`config.mk`:
```
export PLATFORM = sky130hd
export DESIGN_NAME = scoreboard_scan_mux
export DESIGN_NICKNAME = d
export VERILOG_FILES = /design/src/rtl/scoreboard_pkg.sv /design/src/rtl/bin2bcd_seq.sv /design/src/rtl/scoreboard_scan_mux.sv
export SDC_FILE = /design/constraint.sdc
export NUM_CORES = 1
export LEC_CHECK = 0
export CAP_MARGIN = 20
export CELL_PAD_IN_SITES_DETAIL_PLACEMENT = 0
export CELL_PAD_IN_SITES_GLOBAL_PLACEMENT = 1
export CORE_ASPECT_RATIO = 1.4
export CORE_MARGIN = 2
export CORE_UTILIZATION = 25
export CTS_CLUSTER_DIAMETER = 120
export DETAILED_ROUTE_END_ITERATION = 8
export PLACE_DENSITY_LB_ADDON = 0.25
export REMOVE_ABC_BUFFERS = 1
export SKIP_LAST_GASP = 1
export SLEW_MARGIN = 0
export SYNTH_ARGS = -nofsm -noshare
export SYNTH_HDL_FRONTEND = slang
export SYNTH_SLANG_ARGS = --single-unit
```
`constraint.sdc`:
```
create_clock -name clk_scan -period 6.8 [get_ports clk_scan]
set_input_delay 1.36 -clock clk_scan [delete_from_list [all_inputs] [get_ports clk_scan]]
set_output_delay 1.36 -clock clk_scan [all_outputs]
set_load 0.1 [all_outputs]
```
`src/rtl/scoreboard_pkg.sv`:
```
// Shared segment codes, segment decoder and converter state encoding
// for the multiplexed scoreboard display driver.
package scoreboard_pkg;

    localparam logic [7:0] SEG_0     = 8'h7E;
    localparam logic [7:0] SEG_1     = 8'h30;
    localparam logic [7:0] SEG_2     = 8'h6D;
    localparam logic [7:0] SEG_3     = 8'h79;
    localparam logic [7:0] SEG_4     = 8'h33;
    localparam logic [7:0] SEG_5     = 8'h5B;
    localparam logic [7:0] SEG_6     = 8'h5F;
    localparam logic [7:0] SEG_7     = 8'h70;
    localparam logic [7:0] SEG_8     = 8'h7F;
    localparam logic [7:0] SEG_9     = 8'h7B;
    localparam logic [7:0] SEG_DASH  = 8'h01;
    localparam logic [7:0] SEG_BLANK = 8'h00;

    typedef enum logic [1:0] {
        ST_LOAD  = 2'd0,
        ST_SHIFT = 2'd1,
        ST_STORE = 2'd2
    } conv_state_e;

    // Non-decimal nibbles cannot come out of the converter; show a dash if one does.
    function automatic logic [7:0] seg_decode(input logic [3:0] nib);
        logic [7:0] seg;
        case (nib)
            4'd0:    seg = SEG_0;
            4'd1:    seg = SEG_1;
            4'd2:    seg = SEG_2;
            4'd3:    seg = SEG_3;
            4'd4:    seg = SEG_4;
            4'd5:    seg = SEG_5;
            4'd6:    seg = SEG_6;
            4'd7:    seg = SEG_7;
            4'd8:    seg = SEG_8;
            4'd9:    seg = SEG_9;
            default: seg = SEG_DASH;
        endcase
        return seg;
    endfunction

endpackage

```
`src/rtl/bin2bcd_seq.sv`:
```
// Sequential shift-add-3 binary to BCD converter: one LOAD cycle,
// FIELD_W SHIFT cycles, one STORE cycle with done high and bcd final.
module bin2bcd_seq
    import scoreboard_pkg::*;
#(
    parameter int FIELD_W    = 8,
    parameter int BCD_DIGITS = 3
) (
    input  logic                      clk_scan,
    input  logic                      rst,
    input  logic                      start,
    input  logic [FIELD_W-1:0]        bin,
    output logic                      busy,
    output logic                      done,
    output logic [4*BCD_DIGITS-1:0]   bcd
);

    localparam int CNT_W = (FIELD_W > 1) ? $clog2(FIELD_W) : 1;

    conv_state_e               state_r;
    logic [FIELD_W-1:0]        bin_r;
    logic [4*BCD_DIGITS-1:0]   bcd_r;
    logic [4*BCD_DIGITS-1:0]   adj_s;
    logic [CNT_W-1:0]          cnt_r;
    logic                      busy_r;
    logic                      done_r;

    // Add-3 correction applied to every nibble before each shift.
    always_comb begin
        adj_s = bcd_r;
        for (int k = 0; k < BCD_DIGITS; k++) begin
            adj_s[4*k +: 4] = (bcd_r[4*k +: 4] >= 4'd5) ? (bcd_r[4*k +: 4] + 4'd3) : bcd_r[4*k +: 4];
        end
    end

    // Converter FSM with registered busy/done flags.
    always_ff @(posedge clk_scan or posedge rst) begin
        if (rst) begin
            state_r <= ST_LOAD;
            bin_r   <= '0;
            bcd_r   <= '0;
            cnt_r   <= '0;
            busy_r  <= 1'b0;
            done_r  <= 1'b0;
        end else begin
            case (state_r)
                ST_LOAD: begin
                    done_r <= 1'b0;
                    if (start) begin
                        bin_r   <= bin;
                        bcd_r   <= '0;
                        cnt_r   <= '0;
                        busy_r  <= 1'b1;
                        state_r <= ST_SHIFT;
                    end else begin
                        busy_r  <= 1'b0;
                    end
                end
                ST_SHIFT: begin
                    bcd_r <= {adj_s[4*BCD_DIGITS-2:0], bin_r[FIELD_W-1]};
                    bin_r <= {bin_r[FIELD_W-2:0], 1'b0};
                    cnt_r <= cnt_r + {{(CNT_W-1){1'b0}}, 1'b1};
                    if (cnt_r == CNT_W'(FIELD_W-1)) begin
                        state_r <= ST_STORE;
                        done_r  <= 1'b1;
                    end else begin
                        state_r <= ST_SHIFT;
                    end
                end
                ST_STORE: begin
                    done_r  <= 1'b0;
                    busy_r  <= 1'b0;
                    state_r <= ST_LOAD;
                end
                default: begin
                    done_r  <= 1'b0;
                    busy_r  <= 1'b0;
                    state_r <= ST_LOAD;
                end
            endcase
        end
    end

    assign busy = busy_r;
    assign done = done_r;
    assign bcd  = bcd_r;

endmodule

```
`src/rtl/scoreboard_scan_mux.sv`:
```
// Multiplexed 7-segment driver: converts fields to BCD one at a time into a
// shadow store and scans two anode banks with blanking, blink and overflow.
module scoreboard_scan_mux
    import scoreboard_pkg::*;
#(
    parameter int NUM_FIELDS    = 4,
    parameter int FIELD_W       = 8,
    parameter int DIG_PER_FIELD = 2,
    parameter int BLINK_HALF    = 250
) (
    input  logic                                clk_scan,
    input  logic                                rst,
    input  logic [NUM_FIELDS*FIELD_W-1:0]       fields_in,
    input  logic [NUM_FIELDS-1:0]               lz_en,
    input  logic [NUM_FIELDS-1:0]               blink_en,
    input  logic [NUM_FIELDS*DIG_PER_FIELD-1:0] dp,
    output logic [NUM_FIELDS*DIG_PER_FIELD-1:0] an,
    output logic [7:0]                          duan,
    output logic [7:0]                          duan1,
    output logic                                frame_done
);

    localparam int TOTAL      = NUM_FIELDS * DIG_PER_FIELD;
    localparam int HALF       = TOTAL / 2;
    localparam int BCD_DIGITS = (FIELD_W * 301) / 1000 + 1;
    localparam int EXT_D      = (BCD_DIGITS > DIG_PER_FIELD) ? BCD_DIGITS : DIG_PER_FIELD;
    localparam int EXT_W      = 4 * EXT_D;
    localparam int SH_W       = 4 * DIG_PER_FIELD;
    localparam int IDX_W      = (NUM_FIELDS > 1) ? $clog2(NUM_FIELDS) : 1;
    localparam int SC_W       = (HALF > 1) ? $clog2(HALF) : 1;
    localparam int BK_W       = (BLINK_HALF > 1) ? $clog2(BLINK_HALF) : 1;

    logic [IDX_W-1:0]          idx_r;
    logic [FIELD_W-1:0]        conv_bin_s;
    logic                      conv_start_s;
    logic                      conv_busy_s;
    logic                      conv_done_s;
    logic [4*BCD_DIGITS-1:0]   conv_bcd_s;
    logic [EXT_W-1:0]          bcd_ext_s;
    logic [SH_W-1:0]           low_s;
    logic                      ovf_s;
    logic [SH_W-1:0]           shadow_r [NUM_FIELDS];
    logic [NUM_FIELDS-1:0]     ovf_r;
    logic                      frame_done_r;
    logic [SC_W-1:0]           scan_cnt_r;
    logic [BK_W-1:0]           blink_cnt_r;
    logic                      blink_phase_r;
    logic [TOTAL-1:0]          dig_on_s;
    logic [7:0]                dig_seg_s [TOTAL];
    logic [TOTAL-1:0]          an_next_s;
    logic [7:0]                duan_next_s;
    logic [7:0]                duan1_next_s;
    logic [TOTAL-1:0]          an_r;
    logic [7:0]                duan_r;
    logic [7:0]                duan1_r;

    assign conv_start_s = ~conv_busy_s;

    bin2bcd_seq #(
        .FIELD_W    (FIELD_W),
        .BCD_DIGITS (BCD_DIGITS)
    ) u_bin2bcd (
        .clk_scan (clk_scan),
        .rst      (rst),
        .start    (conv_start_s),
        .bin      (conv_bin_s),
        .busy     (conv_busy_s),
        .done     (conv_done_s),
        .bcd      (conv_bcd_s)
    );

    // Select the field currently being converted and split the result into shown digits and overflow.
    always_comb begin
        conv_bin_s = '0;
        for (int f = 0; f < NUM_FIELDS; f++) begin
            conv_bin_s = (idx_r == IDX_W'(f)) ? fields_in[f*FIELD_W +: FIELD_W] : conv_bin_s;
        end
        bcd_ext_s = EXT_W'(conv_bcd_s);
        low_s     = bcd_ext_s[SH_W-1:0];
        ovf_s     = |(bcd_ext_s >> SH_W);
    end

    // Shadow store, field index and frame pulse, updated on each converter STORE.
    always_ff @(posedge clk_scan or posedge rst) begin
        if (rst) begin
            idx_r        <= '0;
            ovf_r        <= '0;
            frame_done_r <= 1'b0;
            for (int f = 0; f < NUM_FIELDS; f++) begin
                shadow_r[f] <= '0;
            end
        end else begin
            frame_done_r <= conv_done_s && (idx_r == IDX_W'(NUM_FIELDS-1));
            for (int f = 0; f < NUM_FIELDS; f++) begin
                if (conv_done_s && (idx_r == IDX_W'(f))) begin
                    shadow_r[f] <= low_s;
                    ovf_r[f]    <= ovf_s;
                end else begin
                    shadow_r[f] <= shadow_r[f];
                    ovf_r[f]    <= ovf_r[f];
                end
            end
            if (conv_done_s) begin
                idx_r <= (idx_r == IDX_W'(NUM_FIELDS-1)) ? '0 : (idx_r + {{(IDX_W-1){1'b0}}, 1'b1});
            end else begin
                idx_r <= idx_r;
            end
        end
    end

    // Per-digit visibility and segments: blink beats overflow beats leading-zero blanking.
    always_comb begin
        dig_on_s = '0;
        for (int d = 0; d < TOTAL; d++) begin
            dig_seg_s[d] = SEG_BLANK;
            if (blink_en[d / DIG_PER_FIELD] && blink_phase_r) begin
                dig_on_s[d]  = 1'b0;
                dig_seg_s[d] = SEG_BLANK;
            end else if (ovf_r[d / DIG_PER_FIELD]) begin
                dig_on_s[d]  = 1'b1;
                dig_seg_s[d] = SEG_DASH | {dp[d], 7'b0000000};
            end else if (lz_en[d / DIG_PER_FIELD] && ((d % DIG_PER_FIELD) != 0) &&
                         ((shadow_r[d / DIG_PER_FIELD] >> (4 * (d % DIG_PER_FIELD))) == '0)) begin
                dig_on_s[d]  = 1'b0;
                dig_seg_s[d] = SEG_BLANK;
            end else begin
                dig_on_s[d]  = 1'b1;
                dig_seg_s[d] = seg_decode(shadow_r[d / DIG_PER_FIELD][4*(d % DIG_PER_FIELD) +: 4])
                               | {dp[d], 7'b0000000};
            end
        end
    end

    // Pick the right-bank digit p and left-bank digit HALF+p for the current scan position.
    always_comb begin
        an_next_s    = '0;
        duan_next_s  = SEG_BLANK;
        duan1_next_s = SEG_BLANK;
        for (int p = 0; p < HALF; p++) begin
            if (scan_cnt_r == SC_W'(p)) begin
                an_next_s[p]      = dig_on_s[p];
                an_next_s[HALF+p] = dig_on_s[HALF+p];
                duan_next_s       = dig_seg_s[p];
                duan1_next_s      = dig_seg_s[HALF+p];
            end else begin
                duan_next_s       = duan_next_s;
            end
        end
    end

    // Scan position, global blink timebase and registered display outputs.
    always_ff @(posedge clk_scan or posedge rst) begin
        if (rst) begin
            scan_cnt_r    <= '0;
            blink_cnt_r   <= '0;
            blink_phase_r <= 1'b0;
            an_r          <= '0;
            duan_r        <= 8'h00;
            duan1_r       <= 8'h00;
        end else begin
            scan_cnt_r <= (scan_cnt_r == SC_W'(HALF-1)) ? '0 : (scan_cnt_r + {{(SC_W-1){1'b0}}, 1'b1});
            if (blink_cnt_r == BK_W'(BLINK_HALF-1)) begin
                blink_cnt_r   <= '0;
                blink_phase_r <= ~blink_phase_r;
            end else begin
                blink_cnt_r   <= blink_cnt_r + {{(BK_W-1){1'b0}}, 1'b1};
            end
            an_r    <= an_next_s;
            duan_r  <= duan_next_s;
            duan1_r <= duan1_next_s;
        end
    end

    assign an         = an_r;
    assign duan       = duan_r;
    assign duan1      = duan1_r;
    assign frame_done = frame_done_r;

endmodule
```
# [Yosys cells after proc, flatten, opt, wreduce, memory -nomap -nowiden]
# Memory sizes are Yosys's and may differ from the RTL's.
# Index checks and enable logic that the tools add are counted.
[totals] reg_bits=101 rom_bits=896 wordCells=177 memories=8
[op_classes] n_mux=95 bitwise_logic=9 eq_ne=11 n_reduce_logical=22 order_cmp=3 n_addsub=7
[memory_table] memory="(no name shown)" depth=16 width=7 rd=1 rd_ports_with_merged_regs=0 write_ports=0 line="scoreboard_pkg.sv:27" rtl="case (nib)"
[memory_table] memory="(no name shown)" depth=16 width=7 rd=1 rd_ports_with_merged_regs=0 write_ports=0 line="scoreboard_pkg.sv:27"
[memory_table] memory="(no name shown)" depth=16 width=7 rd=1 rd_ports_with_merged_regs=0 write_ports=0 line="scoreboard_pkg.sv:27"
[memory_table] memory="(no name shown)" depth=16 width=7 rd=1 rd_ports_with_merged_regs=0 write_ports=0 line="scoreboard_pkg.sv:27"
[memory_table] memory="(no name shown)" depth=16 width=7 rd=1 rd_ports_with_merged_regs=0 write_ports=0 line="scoreboard_pkg.sv:27"
[memory_table] memory="(no name shown)" depth=16 width=7 rd=1 rd_ports_with_merged_regs=0 write_ports=0 line="scoreboard_pkg.sv:27"
[memory_table] memory="+2 memories"
[ops] cell="$mux 8" count=54
[ops] cell="$or 8x8->8" count=8
[ops] cell="$logic_not 8->1" count=4
[ops] cell="$mux 1" count=27
[ops] cell="$pmux 12 s2" count=1
[ops] cell="$pmux 8 s2" count=1
[ops] cell="$ge 4x3->1 const B" count=3
[ops] cell="$logic_and 1x1->1" count=12
[ops] cell="$mux 12" count=1
[ops] cell="$add 4x2->4 const B" count=2
[ops] cell="$add 8x1->8 const B" count=1
[ops] cell="$eq 2x2->1 const B" count=4
[ops] cell="$eq 8x8->1 const B" count=1
[ops] cell="$mux 2" count=4
[ops] cell="$mux 4" count=2
[ops] cell="$eq 2x1->1 const B" count=3
[ops] cell="$logic_not 2->1" count=3
[ops] cell="$mux 3" count=2
[ops] cell="$pmux 3 s2" count=1
[ops] cell="$add 2x1->2 const B" count=2
[ops] cell="$pmux 2 s2" count=1
[ops] cell="$reduce_or 4->1" count=1
[ops] cell="$add 3x1->3 const B" count=1
[ops] cell="$add 3x2->3 const B" count=1
[ops] cell="7 further kinds" count=7

# [Longest topological paths before layout]
# Gate-level depths: netlist of run 1.
[logic_depth] depth_word=12 mapped_depth=8

# [Cells and area by module]
# Synthesis of run 1 repeated with hierarchy kept, for this count alone.
[hier_totals] hier_cells=653 area_unflattened_um2=6357.3
[by_module_without_submodules] mod="scoreboard_scan_mux" n_inst=1 cells_per_inst=518 area_per_inst_um2=4922.2
[by_module_without_submodules] mod="bin2bcd_seq" n_inst=1 cells_per_inst=135 area_per_inst_um2=1435.1

# [Worst setup path before layout of run 1]
# OpenSTA, ideal clock, no wires.
[synth_path] path_kind="input-to-reg" startpoint="input lz_en[0]" endpoint="register duan_r[0] (netlist: duan[0])" path_stages=4 arrival_ns=2.151 slack_ns=4.517 required_time_ns=6.667 setup_ns=0.133 path_buffers=0 cell_sequence="nor4bb_4 > a21oi_1 > a221oi_1 > o32ai_1"
[synth_between] elab_chain_len=7
[synth_rtl] element="start, declared" line="scoreboard_scan_mux.sv:14" rtl="input logic [NUM_FIELDS-1:0] lz_en,"
[synth_rtl] element="$logic_and 1x1->1" line="scoreboard_scan_mux.sv:122" rtl="end else if (lz_en[d / DIG_PER_FIELD] && ((d % DIG_PER_FIELD) != 0) &&"
[synth_rtl] element="$mux 8" line="scoreboard_scan_mux.sv:122"
[synth_rtl] element="$mux 8" line="scoreboard_scan_mux.sv:119" rtl="end else if (ovf_r[d / DIG_PER_FIELD]) begin"
[synth_rtl] element="$mux 8" line="scoreboard_scan_mux.sv:116" rtl="if (blink_en[d / DIG_PER_FIELD] && blink_phase_r) begin"
[synth_rtl] element="$mux 8 (3 in series)" line="scoreboard_scan_mux.sv:140" rtl="if (scan_cnt_r == SC_W'(p)) begin"
[synth_rtl] element="via duan_next_s[0]" line="scoreboard_scan_mux.sv:51" rtl="logic [7:0] duan_next_s;"
[synth_rtl] element="end signal, assigned" line="scoreboard_scan_mux.sv:169" rtl="duan_r <= duan_next_s;"
[synth_rtl] element="end, declared" line="scoreboard_scan_mux.sv:54" rtl="logic [7:0] duan_r;"
# The timed path passes the listed nets, and every way through them passes these cells.
# A chain may end at the register's enable or synchronous reset.

# [Worst setup path in the final report of run 1]
[layout_path] startpoint="register duan1_r[3] (netlist: duan1[3])" endpoint="output duan1[3]"
[layout_lines] element="start, declared" line="scoreboard_scan_mux.sv:55" rtl="logic [7:0] duan1_r;"
[layout_lines] element="start signal, assigned" line="scoreboard_scan_mux.sv:170" rtl="duan1_r <= duan1_next_s;"
[layout_lines] element="end, declared" line="scoreboard_scan_mux.sv:19" rtl="output logic [7:0] duan1,"
# No word-level cell between the ends.

==> results of run 1 <==
-- through the flow --
stage	hold slack (ns)	utilization [%]
CTS	0.495	30.9
global route	0.512	30.9
detailed placement	0.478	29.6
global placement	0.463	29.6
floorplan	0.450	-
finish	0.489	30.9
-- path summary, 6_finish.rpt --
path | endpoint | from | depth (start not counted)
worst max register to register | shadow_r[10] | idx_r[0] | 4
min in group asynchronous | duan[4] | rst | 2
worst max-delay path | duan1[3] | duan1[3] | 1
worst min-delay path | scan_cnt_r[0] | scan_cnt_r[0] | 1
max in group asynchronous | an[6] | rst | 3
worst min register to register | scan_cnt_r[0] | scan_cnt_r[0] | 1
-- routing by layer --
layer,share of wire (%),vias up
li1,-,2366
met1,42,2323
met2,52,99
met3,3.1,22
met4,2.7,0
met5,0,-
-- layout make-up --
class	instances	area [um2]	area share, %
multi-input combinational	460	3250	43.9
sequential	101	2530	34.1
timing repair buffer	75	748	10.1
tap	310	388	5.24
clock buffer	11	253	3.41
inverter	48	183	2.47
clock inverter	5	52.6	0.710
-- power groups by stage --
stage / registers [W] / clock network [W] / logic [W]
after global placement: 0.00102 / 0 / 0.00122
after CTS: 0.00101 / 0.000551 / 0.00124
after floorplan: 0.00122 / 0 / 0.000656
final: 0.00101 / 0.000530 / 0.00122
after detailed placement: 0.00102 / 0 / 0.00123
after global routing: 0.00104 / 0.000572 / 0.00135
-- flip-flops by register name, summed over array words and instances (netlist names), 3 cells and up --
name             cells
shadow_r            32
duan                 8
u_bin2bcd.cnt_r      3
ovf_r                4
duan1                8
an                   8
blink_cnt_r          8
u_bin2bcd.bcd       12
u_bin2bcd.bin_r      8
-- kinds of logic after synthesis --
| group | synth area share (%) |
|---|---|
| DFF | 41.5 |
| muxes | 4.09 |
| buffers and inverters | 5.13 |
| xor gates and xnor gates | 1.44 |
| AOI/OAI and AO/OA | 20.8 |
| and+or+nand+nor | 14.9 |
| adders and majority gates | 12.1 |
-- synth_stat cells, types with 9 or more instances --
| cell type | instances |
|---|---|
| dfrtp_1 | 101 |
| ha_1 | 59 |
| nand2_1 | 55 |
| o21ai_0 | 55 |
| inv_1 | 47 |
| a21oi_1 | 44 |
| nor2_1 | 40 |
| o22ai_1 | 21 |
| nor2b_1 | 16 |
| clkbuf_1 | 15 |
| mux2_2 | 15 |
| nand2b_1 | 11 |
| o21ai_1 | 10 |
| a221oi_1 | 9 |
| buf_2 | 9 |
| nand3_1 | 9 |
==> metrics, run 1 <==
crit-path leading delay family buffers and inverters; Synth area leader dfrtp_1; global route overflow 0; most frequent cells in the layout dfrtp_1 (101), clkdlybuf4s50_1 (74), ha_1 (59); Clock Power Share 19.2%; Critical Path RT 5.44 ns; fraction of registers with async set/reset 100%; f_max 307 MHz; crit path cell chain clkdlybuf4s50_1; worst slack at placement 3.70 ns; largest net degree at the start of global routing 62; H-tree Lvls 3; Critical Path Source Type flip-flop; antenna violations before repair 0; 1st-iter DRT viols 225; drt first pass iters 4; Gate Count Post-Synth 637; Starting Density 25.4%; status completed; all-layer global routing usage 13.4%; slew margin rel. 34.6%; crit-path max cell delay 1.15 ns; met3 Usage GRT 1.72%; R2R Setup Slk 4.80 ns; CP max stage cell clkdlybuf4s50_1; DRC 0; syn_area_per_cell 9.56 um2; CTS sink count 101; crit end category output port; worst setup margin 3.55 ns; Slew Limit Fails 0; first-pass GRT wire length 26800 um; static leakage 3.18 nW; NetSw 0.00127 W; I/O Buffers 74; Root Buffer clkbuf_16; worst-skew pair later-pin latency 0.36 ns; Post-synth EDFFs 0; Max IR drop VDD 0.176 mV; CP Class flip-flop to output port; Int Pwr 0.00149 W; final worst-path cycle share 47.8%; GRT met2 Usage 24.4%; Worst Skew 0.0120 ns; Reg power frac 36.5%; post-synthesis sequential area ratio 41.5%; mapped cell area 6090 um2; CTS tree done; fin area 7400 um2; clk buf depth 2; Setup Fix Bufs, Post-CTS 0; WL final 16400 um; vias post-DR 4810; final hold vios 0; cts bufs inserted 9; crit path DAT 1.89 ns; CTS clk-pin slew, worst paths 0.08 ns; Gate power share 44.3%; post-synth cell types 62; Area growth syn-to-layout 21.5%; overall power 0.00276 W; switching share of power 45.9%; layer with the highest usage met2; CP max FO 1; Post-CTS Hold Fix Bufs 0; Syn. warnings 0; Core Box Area 24000 um2; Hold Crit Class flip-flop to flip-flop; Pwr per Cell Area 373 nW/um2; # diodes 0; Synth Register Bits 101; CTS resizes 0; DP Cell Count 994; final net count 804; commonest non-fill, non-tap cell in the layout dfrtp_1; Detail Placement HPWL 12600 um; Max-Cap Viols 0; RSZ-0062 raised after global routing no; Routed Antenna Nets 0; Die Wd 136 um; top-area cell type share of the netlist area 41.5%; wire per inst 16.2 um; vias in the first global route 5153; row count 67; Worst Path Buf+Inv 1; # fillers 2536; Tmin final 3.25 ns; synth top area cells dfrtp_1 (41%), ha_1 (12%), o21ai_0 (4.5%), a21oi_1 (3.6%), nand2_1 (3.4%); GP Congestion 0.822; leading register cell type out of synthesis dfrtp_1; detailed-route vias per instance 4.76; placed instance area 7100 um2; setup TNS 0 ns; Least-Margin Pin Slew 0.977 ns; grt met1 use 15.4%; Die H 189 um; die area 25700 um2; post-route insts no fill 1010; io pins 75; layout cells sized above 1 7.43%; # setup viols final 0
Note: power is estimated with default switching activity, not from simulation.
==> run 2: changes to the inputs <==
==> constraint.sdc (replaced) <==
create_clock -name clk_scan -period 3.2 [get_ports clk_scan]
set_input_delay 0.64 -clock clk_scan [delete_from_list [all_inputs] [get_ports clk_scan]]
set_output_delay 0.64 -clock clk_scan [all_outputs]
set_load 0.1 [all_outputs]
==> metrics, run 2 (synthesized netlist as in run 1, its figures left out) <==
status completed; Max-Cap Viols 0 (unchanged); final hold slack 0.487 ns (-0.00157 ns); r2r startpoint scan_cnt_r[0]; FF-to-FF End duan1[5]; Clock Power Share 19.7% (+0.5 points); Reg2Reg Depth 6 (+2); most frequent cells in the layout dfrtp_1 (101), ha_1 (59), o21ai_0 (55), nand2_1 (55), clkdlybuf4s50_1 (49); final worst-path cycle share 61.3%; Gate power share 44.0% (-0.3 points); CTS sink count 101 (unchanged); Die Wd 136 um (unchanged); Worst Path Buf+Inv 1 (unchanged); Area growth syn-to-layout 20.9%; Root Buffer clkbuf_16; max FFs per register 32 (unchanged); crit end category flip-flop; final net count 805 (+0.12%); crit path cell chain ha_1 > inv_2 > nand2_1 > nor3b_1 > a32o_1 > a221o_1; Setup Fix Bufs, Post-CTS 0 (unchanged); final hold vios 0 (unchanged); crit path DAT 2.25 ns (+0.36 ns); CTS tree done; cts bufs inserted 9 (unchanged); Pwr per Cell Area 798 nW/um2 (+110%); Tmin final 1.96 ns; Post-CTS Hold Fix Bufs 0 (unchanged); Int Pwr 0.00319 W (+110%); crit-path leading delay family simple AND/OR/NAND/NOR gates; global route overflow 0 (unchanged); number of cells on the worst hold path 1 (unchanged); vias in the first global route 4961 (-3.7%); CTS resizes 0 (unchanged); vias post-DR 4772 (-0.79%); hold path startpoint scan_cnt_r[0]; worst slack at placement 1.02 ns (-2.67 ns); crit-path max cell delay 0.53 ns (-0.62 ns); # diodes 0 (unchanged); detailed-route vias per instance 4.72 (-0.89%); row count 67 (unchanged); layout cells sized above 1 11.0% (+3.6 points); all-layer global routing usage 12.8% (-0.58 points); R2R Setup Slk 1.24 ns (-3.56 ns); CP max FO 8 (+7); Worst Skew 0.0101 ns (-0.00199 ns); Reg power frac 36.3% (-0.2 points); die area 25700 um2 (unchanged); Max IR drop VDD 0.297 mV (+69%); Hold Crit Class flip-flop to flip-flop; slew margin rel. 46.1% (+11 points); DRC 0 (unchanged); antenna violations before repair 0 (unchanged); drt first pass iters 4 (unchanged); Critical Path Source Type flip-flop; Least-Margin Pin Slew 0.809 ns (-0.168 ns); WHS Endpoint scan_cnt_r[0]; first-pass GRT wire length 26000 um (-2.9%); Slew Limit Fails 0 (unchanged); Detail Placement HPWL 12300 um (-1.8%); switching share of power 45.6% (-0.30 points); CP max stage cell nor3b_1; largest net degree at the start of global routing 60 (-3.2%); worst-skew pair later-pin latency 0.35 ns (about the same); Die H 189 um (unchanged); Starting Density 25.4% (unchanged); Critical Path RT 3.49 ns (-1.95 ns); static leakage 3.22 nW (+1.3%); most flop-heavy register shadow_r; worst setup margin 1.24 ns (-2.31 ns); 1st-iter DRT viols 222 (-1.3%); GP Congestion 0.849 (+3.2%); clk buf depth 2 (unchanged); # fillers 2477 (-2.3%); NetSw 0.00268 W (+110%); f_max 510 MHz; WL final 16000 um (-2.7%); commonest non-fill, non-tap cell in the layout dfrtp_1; wire per inst 15.8 um (-2.8%); io pins 75 (unchanged); # setup viols final 0 (unchanged); CP Class flip-flop to flip-flop; CTS clk-pin slew, worst paths 0.08 ns (about the same); RSZ-0062 raised after global routing no; H-tree Lvls 3 (unchanged); I/O Buffers 74 (unchanged); Core Box Area 24000 um2 (unchanged); Routed Antenna Nets 0 (unchanged)
## run 2: changes by cell type in the layout (fill, tap and decap cells not counted)
cell and change:
buf_4 +25, clkdlybuf4s50_1 -25, buf_12 +1, bufinv_16 +1
clkbuf_1 +1, clkbuf_8 -1, clkinv_4 +1, clkinv_8 -1
inv_6 -1
## run 2: power by group through the flow
stage	Combinational (W)	Sequential (W)	Clock [W]
floorplan	0.00139	0.00258	0
global placement	0.00258	0.00215	0
detailed placement	0.00260	0.00216	0
CTS	0.00261	0.00214	0.00119
global route	0.00285	0.00220	0.00123
finish	0.00259	0.00213	0.00116
## run 2: cell type report
type                    instances  area, um2  area share, %
inverters                      48        183           2.48
repair buffers                 76        706           9.58
flip-flops and latches        101       2530           34.3
clock inverters                 5       66.3          0.900
multi-input cells             460       3250           44.2
clock buffers                  11        243           3.30
well taps                     310        388           5.27
## run 2: stage by stage
stage | setup TNS (ns) | util [%] | power (W) | std cells | cell area (um2)
2_1_floorplan | -8.80 | - | 0.00398 | 609 | 5960
3_3_place_gp | 0 | 29.4 | 0.00473 | 995 | 7060
3_5_place_dp | 0 | 29.4 | 0.00476 | 995 | 7060
4_1_cts | 0 | 30.7 | 0.00594 | 1011 | 7360
5_1_grt | 0 | 30.7 | 0.00629 | 1011 | 7360
6_report | 0 | 30.7 | 0.00588 | 1011 | 7360
## run 2: metal layers
| layer | track usage [%] | routed length, um | vias up |
|---|---|---|---|
| li1 | - | - | 2366 |
| met1 | 14.9 | 6730 | 2270 |
| met2 | 23.6 | 8310 | 114 |
| met3 | 1.69 | 563 | 22 |
| met4 | 4.69 | 355 | 0 |
| met5 | 0 | 0 | - |
## run 2: worst register-to-register path, cell delays in order (launching register included)
cell and delay, ns:
dfrtp_1 0.41, ha_1 0.34, inv_2 0.17, nand2_1 0.12, nor3b_1 0.54, a32o_1 0.23
a221o_1 0.11
## run 2: worst max path at each step
stage	start	end	slack (ns)	cells past startpoint
2_1_floorplan	rst	an[0]	-0.09	1
3_3_place_gp	blink_en[0]	duan[6]	1.02	5
3_5_place_dp	lz_en[0]	duan[0]	1.02	5
4_1_cts	idx_r[0]	shadow_r[15]	1.22	4
5_1_grt	idx_r[1]	u_bin2bcd.bin_r[7]	0.99	7
6_report	scan_cnt_r[0]	duan1[5]	1.24	6
==> run 3: changes to the inputs <==
==> constraint.sdc (replaced) <==
create_clock -name clk_scan -period 1.6 [get_ports clk_scan]
set_input_delay 0.32 -clock clk_scan [delete_from_list [all_inputs] [get_ports clk_scan]]
set_output_delay 0.32 -clock clk_scan [all_outputs]
set_load 0.1 [all_outputs]
==> metrics, run 3 (synthesized netlist as in run 1, its figures left out) <==
status complete, but fails checks; failing checks setup timing; cts bufs inserted 9 (unchanged); Hold Crit Class input port to async pin; clk buf depth 2 (unchanged); crit end category flip-flop; overall power 0.0135 W (+130%); wire per inst 15.7 um (-0.30%); Die H 189 um (unchanged); CP max FO 4 (-4); H-tree Lvls 3 (unchanged); Critical Path RT 1.89 ns (-1.60 ns); max FFs per register 32 (unchanged); Least-Margin Pin Slew 0.411 ns (-0.398 ns); crit path DAT 1.96 ns (-0.29 ns); Detail Placement HPWL 13800 um (+12%); static leakage 3.98 nW (+23%); FF-to-FF End duan1[1]; # diodes 0 (unchanged); Starting Density 25.4% (unchanged); f_max 601 MHz (+18%); Critical Path Source Type flip-flop; all-layer global routing usage 14.2% (+1.4 points); CP max stage cell dfrtp_1; Tmin final 1.66 ns (-0.297 ns); Slew Limit Fails 0 (unchanged); CTS tree done; placed instance area 8140 um2 (+15%); GP Congestion 0.856 (+0.88%); final worst-path cycle share 104% (+43 points); Worst Skew 0.0101 ns (+0.0000518 ns); WL final 17700 um (+11%); CP Class flip-flop to flip-flop; Core Box Area 24000 um2 (unchanged); Root Buffer clkbuf_16; final hold slack 0.275 ns (-0.213 ns); Routed Antenna Nets 0 (unchanged); 1st-iter DRT viols 226 (+1.8%); die area 25700 um2 (unchanged); Setup crit start scan_cnt_r[1]; final hold vios 0 (unchanged); most flop-heavy register shadow_r; first-pass GRT wire length 28500 um (+9.8%); Max IR drop VDD 0.653 mV (+120%); CTS clk-pin slew, worst paths 0.07 ns (about the same); drt first pass iters 4 (unchanged); row count 67 (unchanged); crit path cell chain inv_2 > ha_4 > buf_4 > a21bo_4 > nor3_4 > and3_4 > o31ai_1 > nand3_1; worst slack at placement -0.225 ns (-1.25 ns); io pins 75 (unchanged); global route overflow 0 (unchanged); antenna violations before repair 0 (unchanged); Reg2Reg Depth 8 (+2); commonest non-fill, non-tap cell in the layout buf_4; # setup viols final 12 (+12); Area growth syn-to-layout 47.9%; R2R Setup Slk -0.06 ns (-1.30 ns); most frequent cells in the layout buf_4 (103), dfrtp_1 (97), o21ai_0 (50); vias in the first global route 5637 (+14%); final net count 918 (+14%); I/O Buffers 74 (unchanged); RSZ-0062 raised after global routing yes; CTS sink count 101 (unchanged); layout cells sized above 1 31.6% (+21 points); slew margin rel. 72.6% (+27 points); worst-skew pair later-pin latency 0.36 ns (about the same); vias post-DR 5317 (+11%); # fillers 2423 (-2.2%); r2r startpoint scan_cnt_r[1]; area of the multi-input gates 3630 um2 (+12%); detailed-route vias per instance 4.73 (+0.22%); Die Wd 136 um (unchanged); fin area 9010 um2 (+22%); register area 2530 um2 (+0.20%); Post-CTS Hold Fix Bufs 0 (unchanged); Pwr per Cell Area 1500 nW/um2 (+87%); largest net degree at the start of global routing 27 (-55%); DRC 0 (unchanged); Max-Cap Viols 0 (unchanged); crit-path max cell delay 0.42 ns (-0.11 ns); worst setup margin -0.0637 ns (-1.30 ns)
==> run 3: changes by cell type in the layout (fill, tap and decap cells not counted), moves of 8 or more <==
cell and change:
ha_4 +8, buf_12 +31, ha_1 -11, buf_4 +77, a221oi_1 -9, inv_1 -9, inv_2 +8
==> run 3: worst max-delay path by stage <==
stage / end / slack, ns / depth (start not counted)
5_1_grt: duan1[3] / -0.15 / 8
4_1_cts: duan1[3] / -0.06 / 8
3_5_place_dp: duan[0] / -0.23 / 5
6_report: duan1[1] / -0.06 / 8
3_3_place_gp: duan[6] / -0.23 / 6
2_1_floorplan: an[0] / -1.37 / 1
==> run 3: through the flow <==
| stage | std cells | utilization, % | setup TNS, ns |
|---|---|---|---|
| 6_report | 1124 | 37.6 | -0.339 |
| 5_1_grt | 1124 | 37.6 | -2.09 |
| 2_1_floorplan | 609 | - | -138.08 |
| 3_5_place_dp | 1088 | 34.0 | -3.59 |
| 4_1_cts | 1113 | 36.3 | -0.377 |
| 3_3_place_gp | 1088 | 34.0 | -2.68 |
==> run 3: area by class of cell <==
cell class | instances | share of cell area, %
multi-input combinational | 460 | 40.3
sequential | 101 | 28.1
timing repair buffer | 189 | 22.0
tap | 310 | 4.31
clock buffer | 11 | 2.58
inverter | 48 | 2.06
clock inverter | 5 | 0.667
==> run 3: worst max-delay path: cells and delay by family (launching register included) <==
kind	cells	cell delay, ns
adder cells (fa/ha/maj)	1	0.15
AND/OR/NAND/NOR	3	0.48
flip-flops	1	0.42
buffers and inverters	2	0.23
AO/OA/AOI/OAI	2	0.34
==> run 3: routing by layer <==
layer | track usage [%] | routed length [um] | vias up
met3 | 2.37 | 626 | 28
met4 | 5.29 | 425 | 0
met5 | 0 | 0 | -
met2 | 26.6 | 9600 | 112
met1 | 15.9 | 7040 | 2567
li1 | - | - | 2610
==> run 3: what timing repair did <==
item,CTS,global route
endpoints found under the setup margin,28,44
gates cloned,0,1
gates resized for setup,49,51
pin swaps,11,31
endpoints found under the hold margin,0,0
setup buffers,9,11
==> run 3: where the power goes <==
part           leakage [nW]  internal [W]  total [W]  switching, W
combinational          2.58       0.00326    0.00715       0.00389
sequential             1.26       0.00321    0.00409      0.000886
clock                 0.140       0.00122    0.00222       0.00100
total                  3.98       0.00769     0.0135       0.00578
